$ cat config.mk
export PLATFORM = sky130hd
export DESIGN_NAME = seg_scan_ctrl
export DESIGN_NICKNAME = d
export VERILOG_FILES = /design/src/rtl/seg_scan_ctrl.sv
export SDC_FILE = /design/constraint.sdc
export NUM_CORES = 1
export LEC_CHECK = 0
export BUFFER_PORTS_ARGS = -buffer_cell sky130_fd_sc_hd__buf_2
export CAP_MARGIN = 30
export CORE_MARGIN = 2
export CORE_UTILIZATION = 30
export CTS_BUF_LIST = sky130_fd_sc_hd__clkbuf_4 sky130_fd_sc_hd__clkbuf_8
export CTS_CLUSTER_DIAMETER = 200
export DETAILED_ROUTE_END_ITERATION = 8
export PLACE_DENSITY_LB_ADDON = 0.1
export SETUP_SLACK_MARGIN = 0.2
export SLEW_MARGIN = 25
export SYNTH_ARGS = -nofsm -noshare
export SYNTH_HDL_FRONTEND = slang
export SYNTH_SLANG_ARGS = --single-unit
$ cat constraint.sdc
create_clock -name clk -period 3.1 [get_ports clk]
set_input_delay 0.155 -clock clk [delete_from_list [all_inputs] [get_ports clk]]
set_output_delay 0.155 -clock clk [all_outputs]
set_load 0.02 [all_outputs]
$ cat src/rtl/seg_scan_ctrl.sv
// Multiplexed 7-segment scan controller: digit store, anti-ghost blanking, PWM dimming, outputs one cycle behind scan state.
// Optional per-digit blinking is built only when SEG_BLINK_EN is defined.
module seg_scan_ctrl #(
    parameter int  NDIG      = 8,
    parameter int  SCAN_DIV  = 131072,
    parameter int  BLANK_CYC = 16,
    parameter int  PWM_BITS  = 4,
    parameter int  BLINK_DIV = 2**25,
    localparam int AW        = $clog2(NDIG)
) (
    input  logic                clk,
    input  logic                rst,
    input  logic                wr_en,
    input  logic [AW-1:0]       wr_addr,
    input  logic [5:0]          wr_data,
    input  logic [PWM_BITS-1:0] bright,
    input  logic [NDIG-1:0]     blink_mask,
    output logic [NDIG-1:0]     an,
    output logic [6:0]          seg,
    output logic                dp,
    output logic                frame_tick
);

    localparam int DW = $clog2(SCAN_DIV);

    if (NDIG < 2 || NDIG > 16) begin : g_bad_ndig
        $error("seg_scan_ctrl: NDIG must be within 2..16");
    end
    if (BLANK_CYC < 1 || SCAN_DIV < 2 * BLANK_CYC) begin : g_bad_blank
        $error("seg_scan_ctrl: need BLANK_CYC >= 1 and SCAN_DIV >= 2*BLANK_CYC");
    end
    if (PWM_BITS > DW) begin : g_bad_pwm
        $error("seg_scan_ctrl: PWM_BITS wider than the scan divider");
    end

    logic [5:0]          store_q [NDIG];
    logic [DW-1:0]       div_q, div_d;
    logic [AW-1:0]       idx_q, idx_d;
    logic                frame_tick_q, frame_tick_d;
    logic [NDIG-1:0]     an_q, an_d;
    logic [6:0]          seg_q, seg_d;
    logic                dp_q, dp_d;
    logic                wr_hit;
    logic                blink_off;
    logic                lit;
    logic [5:0]          cur;
    logic [PWM_BITS-1:0] pwm_cnt;

    function automatic logic [6:0] hex_glyph(input logic [3:0] nib);
        logic [6:0] g;
        case (nib)
            4'h0: g = 7'h40;
            4'h1: g = 7'h79;
            4'h2: g = 7'h24;
            4'h3: g = 7'h30;
            4'h4: g = 7'h19;
            4'h5: g = 7'h12;
            4'h6: g = 7'h02;
            4'h7: g = 7'h78;
            4'h8: g = 7'h00;
            4'h9: g = 7'h10;
            4'hA: g = 7'h08;
            4'hB: g = 7'h03;
            4'hC: g = 7'h46;
            4'hD: g = 7'h21;
            4'hE: g = 7'h06;
            4'hF: g = 7'h0E;
            default: g = 7'h7F;
        endcase
        return g;
    endfunction

    // Address is widened by one bit so the range test stays meaningful when NDIG is a power of two.
    assign wr_hit = wr_en && ({1'b0, wr_addr} < (AW+1)'(NDIG));

`ifdef SEG_BLINK_EN
    localparam int BW = $clog2(BLINK_DIV);
    logic [BW-1:0] blink_q;

    always_ff @(posedge clk) begin
        if (rst) begin
            blink_q <= '0;
        end else if (blink_q == BW'(BLINK_DIV - 1)) begin
            blink_q <= '0;
        end else begin
            blink_q <= blink_q + BW'(1);
        end
    end

    assign blink_off = blink_mask[idx_q] && (blink_q >= BW'(BLINK_DIV / 2));
`else
    logic blink_unused;
    assign blink_unused = ^blink_mask;
    assign blink_off    = 1'b0;
`endif

    always_comb begin
        div_d        = div_q + DW'(1);
        idx_d        = idx_q;
        frame_tick_d = 1'b0;
        if (div_q == DW'(SCAN_DIV - 1)) begin
            div_d = '0;
            if (idx_q == AW'(NDIG - 1)) begin
                idx_d        = '0;
                frame_tick_d = 1'b1;
            end else begin
                idx_d = idx_q + AW'(1);
            end
        end
    end

    always_comb begin
        cur     = store_q[idx_q];
        pwm_cnt = div_q[PWM_BITS-1:0];
        // Full-scale brightness is always on; otherwise duty is bright/2^PWM_BITS within the lit window.
        lit     = (div_q >= DW'(BLANK_CYC)) && ((&bright) || (pwm_cnt < bright)) && !blink_off;
        an_d    = '1;
        if (lit) begin
            an_d[idx_q] = 1'b0;
        end
        seg_d = cur[5] ? hex_glyph(cur[4:1]) : 7'h7F;
        dp_d  = cur[5] ? ~cur[0] : 1'b1;
    end

    always_ff @(posedge clk) begin
        if (rst) begin
            div_q        <= '0;
            idx_q        <= '0;
            frame_tick_q <= 1'b0;
            an_q         <= '1;
            seg_q        <= 7'h7F;
            dp_q         <= 1'b1;
            for (int i = 0; i < NDIG; i++) begin
                store_q[i] <= '0;
            end
        end else begin
            div_q        <= div_d;
            idx_q        <= idx_d;
            frame_tick_q <= frame_tick_d;
            an_q         <= an_d;
            seg_q        <= seg_d;
            dp_q         <= dp_d;
            if (wr_hit) begin
                store_q[wr_addr] <= wr_data;
            end
        end
    end

    assign an         = an_q;
    assign seg        = seg_q;
    assign dp         = dp_q;
    assign frame_tick = frame_tick_q;

endmodule

; Word-level counts from Yosys, hierarchy flattened
; Memories as Yosys holds them, arrays and structs flattened. A register that Yosys moved wholly into a read port is not among the register bits.
; Index checks and enable logic that the tools add are counted.
[word_totals]
reg_bits = 30
mem_bits_rw = 48
rom_bits = 112
input_bits = 24
output_inout_bits = 17
word_cells = 43
memories = 2
[memory_table]
columns = name, depth, word_bits, rd, rd_ports_with_merged_regs, write_ports, line
row1 = (name not given), 16, 7, 1, 1, 0, 51  ; case (nib)
row2 = store_q, 8, 6, 1, 1, 8, 36  ; logic [5:0] store_q [NDIG];
[op_classes]
add_sub_neg = 2
magnitude_cmp = 4
eq_ne = 2
mux = 14
n_bitwise = 5
n_reduce_logical = 9
[ops]
columns = op, count
row1 = adder 17 x 1 -> 17 bit (second input constant), 1
row2 = == test 17 bit (second input constant), 1
row3 = greater-or-equal comparator 17 x 5 -> 1 bit (second input constant), 1
row4 = 2-to-1 mux 3 bit, 4
row5 = 2-to-1 mux 1 bit, 8
row6 = inverter 8 bit, 1
row7 = OR reduction 2 bit, 4
row8 = 2-to-1 mux 6 bit, 1
row9 = OR reduction 6 bit, 1
row10 = less-than comparator 3 x 4 -> 1 bit (second input constant), 1
row11 = less-than comparator 4 bit, 1
row12 = inverter 1 bit, 4
row13 = AND reduction 4 bit, 1
row14 = adder 3 x 1 -> 3 bit (second input constant), 1
row15 = demux 1 bit (select 3 bit), 1
row16 = == test 3 bit (second input constant), 1
row17 = greater-or-equal comparator 3 x 1 -> 1 bit (second input constant), 1
row18 = logical AND 1 bit, 2
row19 = logical OR 1 bit, 1

; Logic depth before layout (Yosys ltp)
; Gate-level depths: netlist of run 1.
[logic_depth]
ltp_word = 5
depth_mapped = 9

; Worst setup path before layout of run 1
; No wires, ideal clock.
[synth_timing]
path_type = reg2reg
startpoint = reg div_q[0]
endpoint = reg div_q[10]
setup_ns = 0.128
arrival_ns = 2.115
required_ns = 2.972
path_slack_ns = 0.858
stages_incl_launch_ff = 10
path_buffers = 2
period_less_slack_ns = 2.242
path_cell_list = dfxtp_1 ha_1 nand4_1 nor3_1 and3_1 ha_1 or2_2 clkbuf_1 clkbuf_1 nor2_1
[synth_via]
elab_chain_cells = 2
elab_cells_between_ends = 3
[synth_rtl]
columns = element, line
row1 = from (decl), 37  ; logic [DW-1:0] div_q, div_d;
row2 = from (signal assigned), 137  ; div_q <= div_d;
row3 = branches (longest 2 deep; another with adder 17 x 1 -> 17 bit), n/a
; Several ways; the timed one is not identified.
; A chain may end at the register's enable or synchronous reset.

==> flow_summary_export.csv, run 1 <==
group,metric,value,unit
floorplan,die_area,14600,um2
critical_path,crit_required,3.31,ns
timing,worst_pin_slew,0.817,ns
critical_path,worstPathArrival,2.70,ns
clock_tree,cts_root_buffer,"clkbuf_8",
floorplan,coreArea,13300,um2
synthesis,netlist-cell-type-count,53,
synthesis,synth_xor_area_frac,0.0299,
global_route,antenna_found_initial,0,
route,ant_nets,0,
power,power.share.switching,0.239,
synthesis,synth_area,4100,um2
synthesis,synth_top_family_by_area,"simple AND/OR/NAND/NOR gates",
critical_path,path_cells,"mux4_2, mux2_2, inv_1, ha_1, o21ai_0, o21a_1, o221ai_1",
critical_path,crit_fanout,7,
synthesis,yosys.area.top_type,"edfxtp_1",
place,placed_cell_area,4450,um2
synthesis,synth-simple-area-share,0.194,
synthesis,synth_top_area_frac,0.352,
timing,rsz0062_at_grt,"false",
power,pwr-share-comb,0.076,
synthesis,yosysWarnings,0,
cells_and_area,diodes,0,
floorplan,rows,42,
timing,tns,0,ns
synthesis,synth-adder-area-share,0.0428,
critical_path,end_kind,"register",
route,drt_iter0_markers,103,
synthesis,synthCells,334,
place,numPortBuffers,32,
critical_path,crit_buf_inv,1,
clock_tree,htree_levels,3,
synthesis,ys_seq_area_frac,0.547,
place,dp_hpwl,5990,um
timing,period_needed,2.49,ns
synthesis,yosys-top-cells-count,"and2_1 (48), edfxtp_1 (48), dfxtp_1 (40)",
power,p_leak,1.68,nW
power,peakVddDrop,286,uV
cells_and_area,stdcell_count,554,
clock_tree,cts_buffers,9,
global_route,grt_pass1_vias,2581,
critical_path,slowest_stage,"dfxtp_1",
synthesis,syn_avg_cell_area,12.3,um2
clock_tree,clock-sinks,88,
flow_run,cap_viol_max_count,0,
synthesis,synthTopCellsByArea,"edfxtp_1 (35%), dfxtp_1 (20%), and2_1 (7.3%)",
critical_path,start_kind,"register",
place,dp_cells,538,
global_route,grtUsageTotal,0.129,
clock_tree,cts_resized,0,
route,routed_wl,8500,um
route,post_drt_via_cell_ratio,4.57,
hold_path,min_path_type,"primary input to register",
timing,hold_ws,0.161,ns
route,first_pass_iters,4,
floorplan,pin_count,41,
synthesis,ys_async_sr_fraction,0,
route,vias,2530,
synthesis,ys_seq_elements,88,
power,power_frac_seq,0.594,
synthesis,syn_nets,372,
timing,finalCritPeriodShare,0.804,
synthesis,synth_mux_area_frac,0.0999,
power,internal-power,1.65,mW
clock_tree,cts_buffer_depth,2,
clock_tree,cts-hold-fix-buffers,0,
cells_and_area,syn_to_final_growth,12.8,%
timing,setup_viol_count_final,0,
floorplan,fp.dieH,121,um
floorplan,initial_core_util,0.308,
timing,relSlewSlack,0.451,
global_route,grt_max_degree,22,
timing,slew_violations,0,
timing,max_freq,401,MHz
global_route,grt_pass1_wl,14000,um
critical_path,crit_family,"multiplexers",
cells_and_area,final_cell_area,4620,um2
synthesis,synth_edf_count,48,
floorplan,die_x,121,um
power,p_clk_frac,0.330,
power,power_density,471,nW/um2
clock_tree,cts_tree,"built",
synthesis,synth-compound-area-share,0.0617,
cells_and_area,layout-drive-gt1-share,0.230,
clock_tree,clk_pin_slew,0.09,ns
route,routedWlPerCell,15.3,um
place,place_congestion,0.752,
power,switchingPower,0.520,mW
critical_path,critPathMaxStageDelay,0.62,ns
global_route,overflow,0,
route,route.detailed.drc,0,
status,outcome,"completed",
timing,fin_skew,0.00638,ns
clock_tree,post_cts_buffers,0,
timing,hold_viol,0,
synthesis,ys.flop_type,"edfxtp_1",
clock_tree,insertion_delay,0.37,ns
critical_path,critPathKind,"register to register",
cells_and_area,nNetsFinal,411,
[metrics by stage]
step	util	power, mW	setup WS [ns]
final	0.347	2.17	0.606
after global routing	0.347	2.28	0.377
after CTS	0.347	2.22	0.559
after detailed placement	0.335	1.49	0.580
after floorplan	-	1.42	0.858
after global placement	0.335	1.49	0.587
[worst reg2reg max path, stage by stage (launching register included)]
cell	delay [ns]
dfxtp_1	0.62
mux4_2	0.58
mux2_2	0.36
inv_1	0.14
ha_1	0.24
o21ai_0	0.12
o21a_1	0.17
o221ai_1	0.11
[power groups by stage]
stage / combinational [mW] / sequential, mW / clock, mW
floorplan: 0.102 / 1.32 / 0
global placement: 0.167 / 1.32 / 0
detailed placement: 0.167 / 1.32 / 0
CTS: 0.168 / 1.29 / 0.760
global route: 0.184 / 1.30 / 0.801
finish: 0.164 / 1.29 / 0.719
[final timing paths]
check,slack [ns],from,cells after the start,to
worst max-delay path,0.61,register,7,seg[1]
worst min-delay path,0.16,wr_data[5],2,store_q[2][5]
worst max register to register,0.61,register,7,seg[1]
worst min register to register,0.50,div_q[0],1,div_q[0]
[cells by family (layout without fill, tap and decap cells)]
logic type / after synthesis / in the layout
simple gates: 143 / 143
compound gates: 30 / 30
mux: 25 / 25
fa+ha+maj: 14 / 14
xor+xnor: 14 / 14
flops: 88 / 88
buf+inv: 20 / 64
[layout make-up]
type	count	area [um2]
clock buffers	12	146
clock inverters	4	22.5
fillers	1347	8680
inverters	12	45.0
multi-input cells	226	1750
flip-flops and latches	88	2240
well taps	176	220
repair buffers	36	190
[registers in the layout, indices dropped and copies added, names as in the netlist, named ones only]
register    count
store_q        48
div_q          17
an              8
seg             7
idx_q           3
dp              1
frame_tick      1
[routing by layer]
layer	global-route usage	vias to the layer above	wire [um]
li1	-	1279	-
met1	0.166	1200	4040
met2	0.200	42	4010
met3	0.0437	9	297
met4	0.0509	0	142
met5	0	-	0
[layout by cell type, fill, tap and decap left out, drive strengths merged, types with 12 or more instances in the layout]
master | synthesis | final
buf | 4 | 36
edfxtp | 48 | 48
dfxtp | 40 | 40
nand2 | 15 | 15
and2 | 48 | 48
nor2 | 35 | 35
clkbuf | 4 | 12
ha | 14 | 14
inv | 12 | 12
Power figures use the tool's default switching activity.
==> run 2, diff against run 1 <==
Clock period 3.1 ns to 2.4 ns, I/O delays scaled along.
==> flow_summary_export.csv, run 2 (same netlist as run 1, synthesis figures left out) <==
group,metric,value,unit
cells_and_area,stdcell_count,575,
floorplan,coreArea,13300,um2
timing,relSlewSlack,0.474,
clock_tree,cts_tree,"built",
cells_and_area,diodes,0,
global_route,overflow,0,
status,outcome,"completed",
cells_and_area,final_cell_mix,"and2_1 (48), edfxtp_1 (48), dfxtp_1 (39)",
clock_tree,insertion_delay,0.37,ns
timing,setup_viol_count_final,0,
critical_path,crit_required,2.61,ns
timing,max_freq,470,MHz
critical_path,critPathMaxStageDelay,0.51,ns
global_route,grt_pass1_vias,2650,
place,dp_cells,551,
critical_path,slowest_stage,"mux4_2",
critical_path,crit_fanout,10,
critical_path,worstPathArrival,2.34,ns
cells_and_area,final_util,0.368,
clock_tree,htree_levels,3,
clock_tree,cts-hold-fix-buffers,0,
flow_run,cap_viol_max_count,0,
timing,period_needed,2.13,ns
floorplan,fp.dieH,121,um
place,placed_cell_area,4560,um2
floorplan,pin_count,41,
critical_path,end_kind,"register",
cells_and_area,layout-drive-gt1-share,0.288,
timing,tns,0,ns
floorplan,die_area,14600,um2
critical_path,start_kind,"register",
route,route.detailed.drc,0,
global_route,grt_pass1_wl,14300,um
place,place_congestion,0.768,
clock_tree,clock-sinks,88,
clock_tree,cts_buffers,9,
place,dp_hpwl,6270,um
critical_path,crit_family,"multiplexers",
power,peakVddDrop,268,uV
global_route,grt_max_degree,18,
power,p_leak,1.82,nW
critical_path,path_cells,"buf_12, mux4_2, mux2_4, inv_2, ha_1, o21ai_2, o21a_1, o221ai_1",
global_route,grtUsageTotal,0.131,
critical_path,critPathKind,"register to register",
critical_path,worst-path-stages,8,
global_route,antenna_found_initial,0,
timing,fin_skew,0.0107,ns
hold_path,min_path_type,"primary input to register",
timing,worst_pin_slew,0.784,ns
hold_path,holdPathStages,2,
timing,hold_viol,0,
route,ant_nets,0,
timing,slew_violations,0,
critical_path,crit_end,"seg[1]",
cells_and_area,largest_reg_flops,48,
clock_tree,cts_buffer_depth,2,
floorplan,rows,42,
route,drt_iter0_markers,80,
critical_path,reg2reg_depth,8,
route,routed_wl,8820,um
cells_and_area,top_register,"store_q",
critical_path,reg2reg_slack,0.27,ns
clock_tree,clk_pin_slew,0.09,ns
route,vias,2667,
critical_path,crit_buf_inv,2,
route,post_drt_via_cell_ratio,4.64,
power,power_density,645,nW/um2
place,numPortBuffers,32,
cells_and_area,nNetsFinal,432,
clock_tree,cts_root_buffer,"clkbuf_8",
cells_and_area,syn_to_final_growth,19.4,%
critical_path,reg2reg_to,"seg[1]",
timing,finalCritPeriodShare,0.886,
cells_and_area,final_cell_area,4890,um2
floorplan,initial_core_util,0.308,
route,first_pass_iters,4,
floorplan,die_x,121,um
timing,rsz0062_at_grt,"true",
route,routedWlPerCell,15.3,um
## run 2: cell count changes in the layout (fill, tap and decap cells not counted), sizes merged
cell / before / now
buf: 36 / 57
bufinv: 0 / 3
clkbuf: 12 / 9
clkinv: 3 / 1
inv: 12 / 14
## run 2: worst min-delay path by stage
stage          slack, ns             to  startpoint
2_1_floorplan       0.32  store_q[0][0]  wr_data[0]
3_3_place_gp        0.48       div_q[0]    div_q[0]
3_5_place_dp        0.48       div_q[0]    div_q[0]
4_1_cts             0.11  store_q[7][0]  wr_data[0]
5_1_grt             0.13  store_q[1][2]  wr_data[2]
6_report            0.14  store_q[7][0]  wr_data[0]
## run 2: cell type report
| cell class | count | area [um2] |
|---|---|---|
| fill | 1306 | 8400 |
| sequential | 88 | 2240 |
| multi-input combinational | 226 | 1780 |
| timing repair buffer | 57 | 360 |
| tap | 176 | 220 |
| clock buffer | 9 | 124 |
| clock inverter | 7 | 118 |
| inverter | 12 | 45.0 |
## run 2: per-layer routing
metal  vias to the layer above  global-route usage  wire, um
li1                       1318                   -         -
met4                         0              0.0647       144
met1                      1286               0.176      4370
met5                         -                   0         0
met3                        12              0.0296       271
met2                        51               0.199      4040
## run 2: what timing repair did
item / 4_1_cts / 5_1_grt
pin swaps: 0 / 1
gates resized for setup: 5 / 6
setup buffers: 4 / 4
endpoints found under the setup margin: 2 / 24
## run 2: report_power, final
part           internal, mW  switching (mW)
Combinational        0.0965           0.136
Sequential             1.65          0.0201
Clock                 0.694           0.558
## run 2: through the flow
step	hold slack, ns	setup WS (ns)	power (mW)
after floorplan	0.318	0.235	1.84
after global placement	0.480	0.133	1.93
after detailed placement	0.479	0.132	1.93
after CTS	0.113	0.210	3.20
after global routing	0.125	0.155	3.28
final	0.136	0.273	3.15
==> run 3, diff against run 2 <==
Settings changed: ABC_AREA set to 1, CORE_MARGIN 2 to 8, GPL_TIMING_DRIVEN set to 0.
==> flow_summary_export.csv, run 3 <==
group,metric,value,unit
status,outcome,"completed",
critical_path,path_cells,"ha_2, nand2_1, inv_2, nand2_1, nor2_2, nand2_2, nor2_4, nand3_1, nor3_2, ha_2, nor2_4, inv_4, clkbuf_16, nor3_1",
cells_and_area,layout-drive-gt1-share,0.176,
route,first_pass_iters,6,
floorplan,fp.dieH,134,um
critical_path,critPathKind,"register to register",
global_route,grt_pass1_vias,3240,
timing,tns,0,ns
synthesis,ys.flop_type,"edfxtp_1",
route,vias,3243,
hold_path,min_path_type,"primary input to register",
timing,period_needed,2.04,ns
critical_path,end_kind,"register",
route,drt_iter0_markers,121,
synthesis,yosys.area.top_type,"edfxtp_1",
cells_and_area,final_cell_area,4890,um2
critical_path,slowest_stage,"dfxtp_2",
clock_tree,cts_tree,"built",
critical_path,crit_required,2.67,ns
floorplan,die_x,134,um
clock_tree,cts_buffers,9,
synthesis,ys_seq_elements,88,
timing,hold_viol,0,
place,numPortBuffers,32,
flow_run,cap_viol_max_count,0,
place,placed_cell_area,4570,um2
synthesis,synthCells,501,
route,ant_nets,0,
cells_and_area,largest_reg_flops,48,
critical_path,crit_family,"simple AND/OR/NAND/NOR gates",
synthesis,netlist-cell-type-count,26,
clock_tree,cts_buffer_depth,2,
hold_path,holdPathStages,4,
synthesis,ys_async_sr_fraction,0,
timing,fin_skew,0.0131,ns
global_route,grt_pass1_wl,16200,um
critical_path,crit_buf_inv,3,
critical_path,worstPathArrival,2.32,ns
cells_and_area,nNetsFinal,590,
route,route.detailed.drc,0,
timing,worst_pin_slew,0.699,ns
timing,setup_viol_count_final,0,
power,peakVddDrop,208,uV
global_route,grtUsageTotal,0.118,
floorplan,rows,43,
place,dp_hpwl,7280,um
floorplan,pin_count,41,
cells_and_area,diodes,0,
power,internal-power,2.21,mW
critical_path,start_kind,"register",
place,place_congestion,0.807,
critical_path,reg2reg_depth,14,
route,routed_wl,10200,um
power,p_clk_frac,0.354,
synthesis,yosys-top-cells-count,"nand2_1 (109), nor2_1 (97), inv_1 (69)",
cells_and_area,syn_to_final_growth,16.8,%
cells_and_area,final_cell_mix,"nand2_1 (108), nor2_1 (94), inv_1 (66)",
global_route,overflow,0,
timing,relSlewSlack,0.531,
route,post_drt_via_cell_ratio,4.40,
synthesis,synth_top_area_frac,0.345,
timing,rsz0062_at_grt,"false",
synthesis,synth_edf_count,48,
floorplan,initial_core_util,0.304,
clock_tree,cts_root_buffer,"clkbuf_8",
clock_tree,insertion_delay,0.38,ns
synthesis,yosysMostFrequentCell,"nand2_1",
clock_tree,cts-hold-fix-buffers,0,
critical_path,crit_fanout,8,
synthesis,syn_nets,539,
synthesis,syn_avg_cell_area,8.35,um2
clock_tree,clock-sinks,88,
route,routedWlPerCell,13.8,um
critical_path,reg2reg_slack,0.36,ns
timing,max_freq,489,MHz
synthesis,yosysWarnings,0,
global_route,antenna_found_initial,0,
synthesis,synth_area,4180,um2
clock_tree,htree_levels,3,
timing,slew_violations,0,
power,power_density,608,nW/um2
power,p_leak,2.13,nW
clock_tree,clk_pin_slew,0.09,ns
cells_and_area,top_register,"store_q",
synthesis,ys_seq_area_frac,0.536,
power,pwr-share-comb,0.083,
cells_and_area,layout_commonest_cell,"nand2_1",
critical_path,worst-path-stages,14,
power,power,2.97,mW
global_route,grt_max_degree,16,
critical_path,critPathMaxStageDelay,0.35,ns
floorplan,die_area,18000,um2
power,power_frac_seq,0.562,
power,power.share.switching,0.255,
floorplan,coreArea,13800,um2
synthesis,synthTopCellsByArea,"edfxtp_1 (34%), dfxtp_1 (19%), nand2_1 (9.8%)",
timing,finalCritPeriodShare,0.852,
power,switchingPower,0.758,mW
run 3: logic make-up (layout without fill, tap and decap cells):
| family | count (synthesis) | in the layout | synth area share |
|---|---|---|---|
| AND/OR/NAND/NOR | 281 | 281 | 0.290 |
| AO/OA/AOI/OAI | 34 | 34 | 0.0428 |
| buffers and inverters | 82 | 138 | 0.0847 |
| adder cells (fa/ha/maj) | 14 | 14 | 0.0419 |
| XOR/XNOR | 2 | 2 | 0.00419 |
| flip-flops | 88 | 88 | 0.536 |
run 3: layout make-up:
cell class,instances,area [um2]
multi-input combinational,331,1620
tap,180,225
sequential,88,2250
timing repair buffer,40,238
clock inverter,7,70.1
buffer,10,90.1
inverter,72,278
fill,1530,8890
clock buffer,9,124
run 3: layer usage:
layer / track usage / vias to the layer above / part of all wire
met5: 0 / - / 0
li1: - / 1703 / -
met4: 0.0667 / 0 / 0.020
met3: 0.0213 / 10 / 0.039
met1: 0.149 / 1477 / 0.49
met2: 0.187 / 53 / 0.45
run 3: power by group through the flow:
stage | registers [mW] | clock network [mW] | logic, mW
3_3_place_gp | 1.71 | 0 | 0.234
5_1_grt | 1.68 | 1.14 | 0.283
4_1_cts | 1.67 | 1.08 | 0.240
2_1_floorplan | 1.71 | 0 | 0.146
3_5_place_dp | 1.71 | 0 | 0.236
6_report | 1.67 | 1.05 | 0.248
run 3: metrics by stage:
stage / util / cells / worst slack (ns) / hold WS, ns
after floorplan: - / 501 / 0.270 / 0.300
after global placement: 0.332 / 713 / -0.414 / 0.441
after detailed placement: 0.332 / 713 / -0.418 / 0.452
after CTS: 0.349 / 730 / 0.207 / 0.0725
after global routing: 0.355 / 737 / 0.160 / 0.123
final: 0.355 / 737 / 0.356 / 0.106
run 3: worst reg2reg max path, cell delays in order, from the launching register on:
cell,delay [ns]
dfxtp_2,0.35
ha_2,0.17
nand2_1,0.07
inv_2,0.07
nand2_1,0.09
nor2_2,0.13
nand2_2,0.09
nor2_4,0.12
nand3_1,0.09
nor3_2,0.17
ha_2,0.23
nor2_4,0.08
inv_4,0.09
clkbuf_16,0.15
nor3_1,0.04
run 3: final timing paths:
check / from / to
worst max-delay path: div_q[0] / div_q[2]
worst min-delay path: rst / div_q[15]
worst max register to register: div_q[0] / div_q[2]
worst min register to register: div_q[8] / div_q[8]
run 3: repair_timing:
| action | in CTS | in global routing |
|---|---|---|
| pin swaps | 2 | 4 |
| setup buffers | 1 | 6 |
| cloned | 0 | 1 |
| resized for setup | 12 | 11 |
| endpoints found under the setup margin | 16 | 14 |
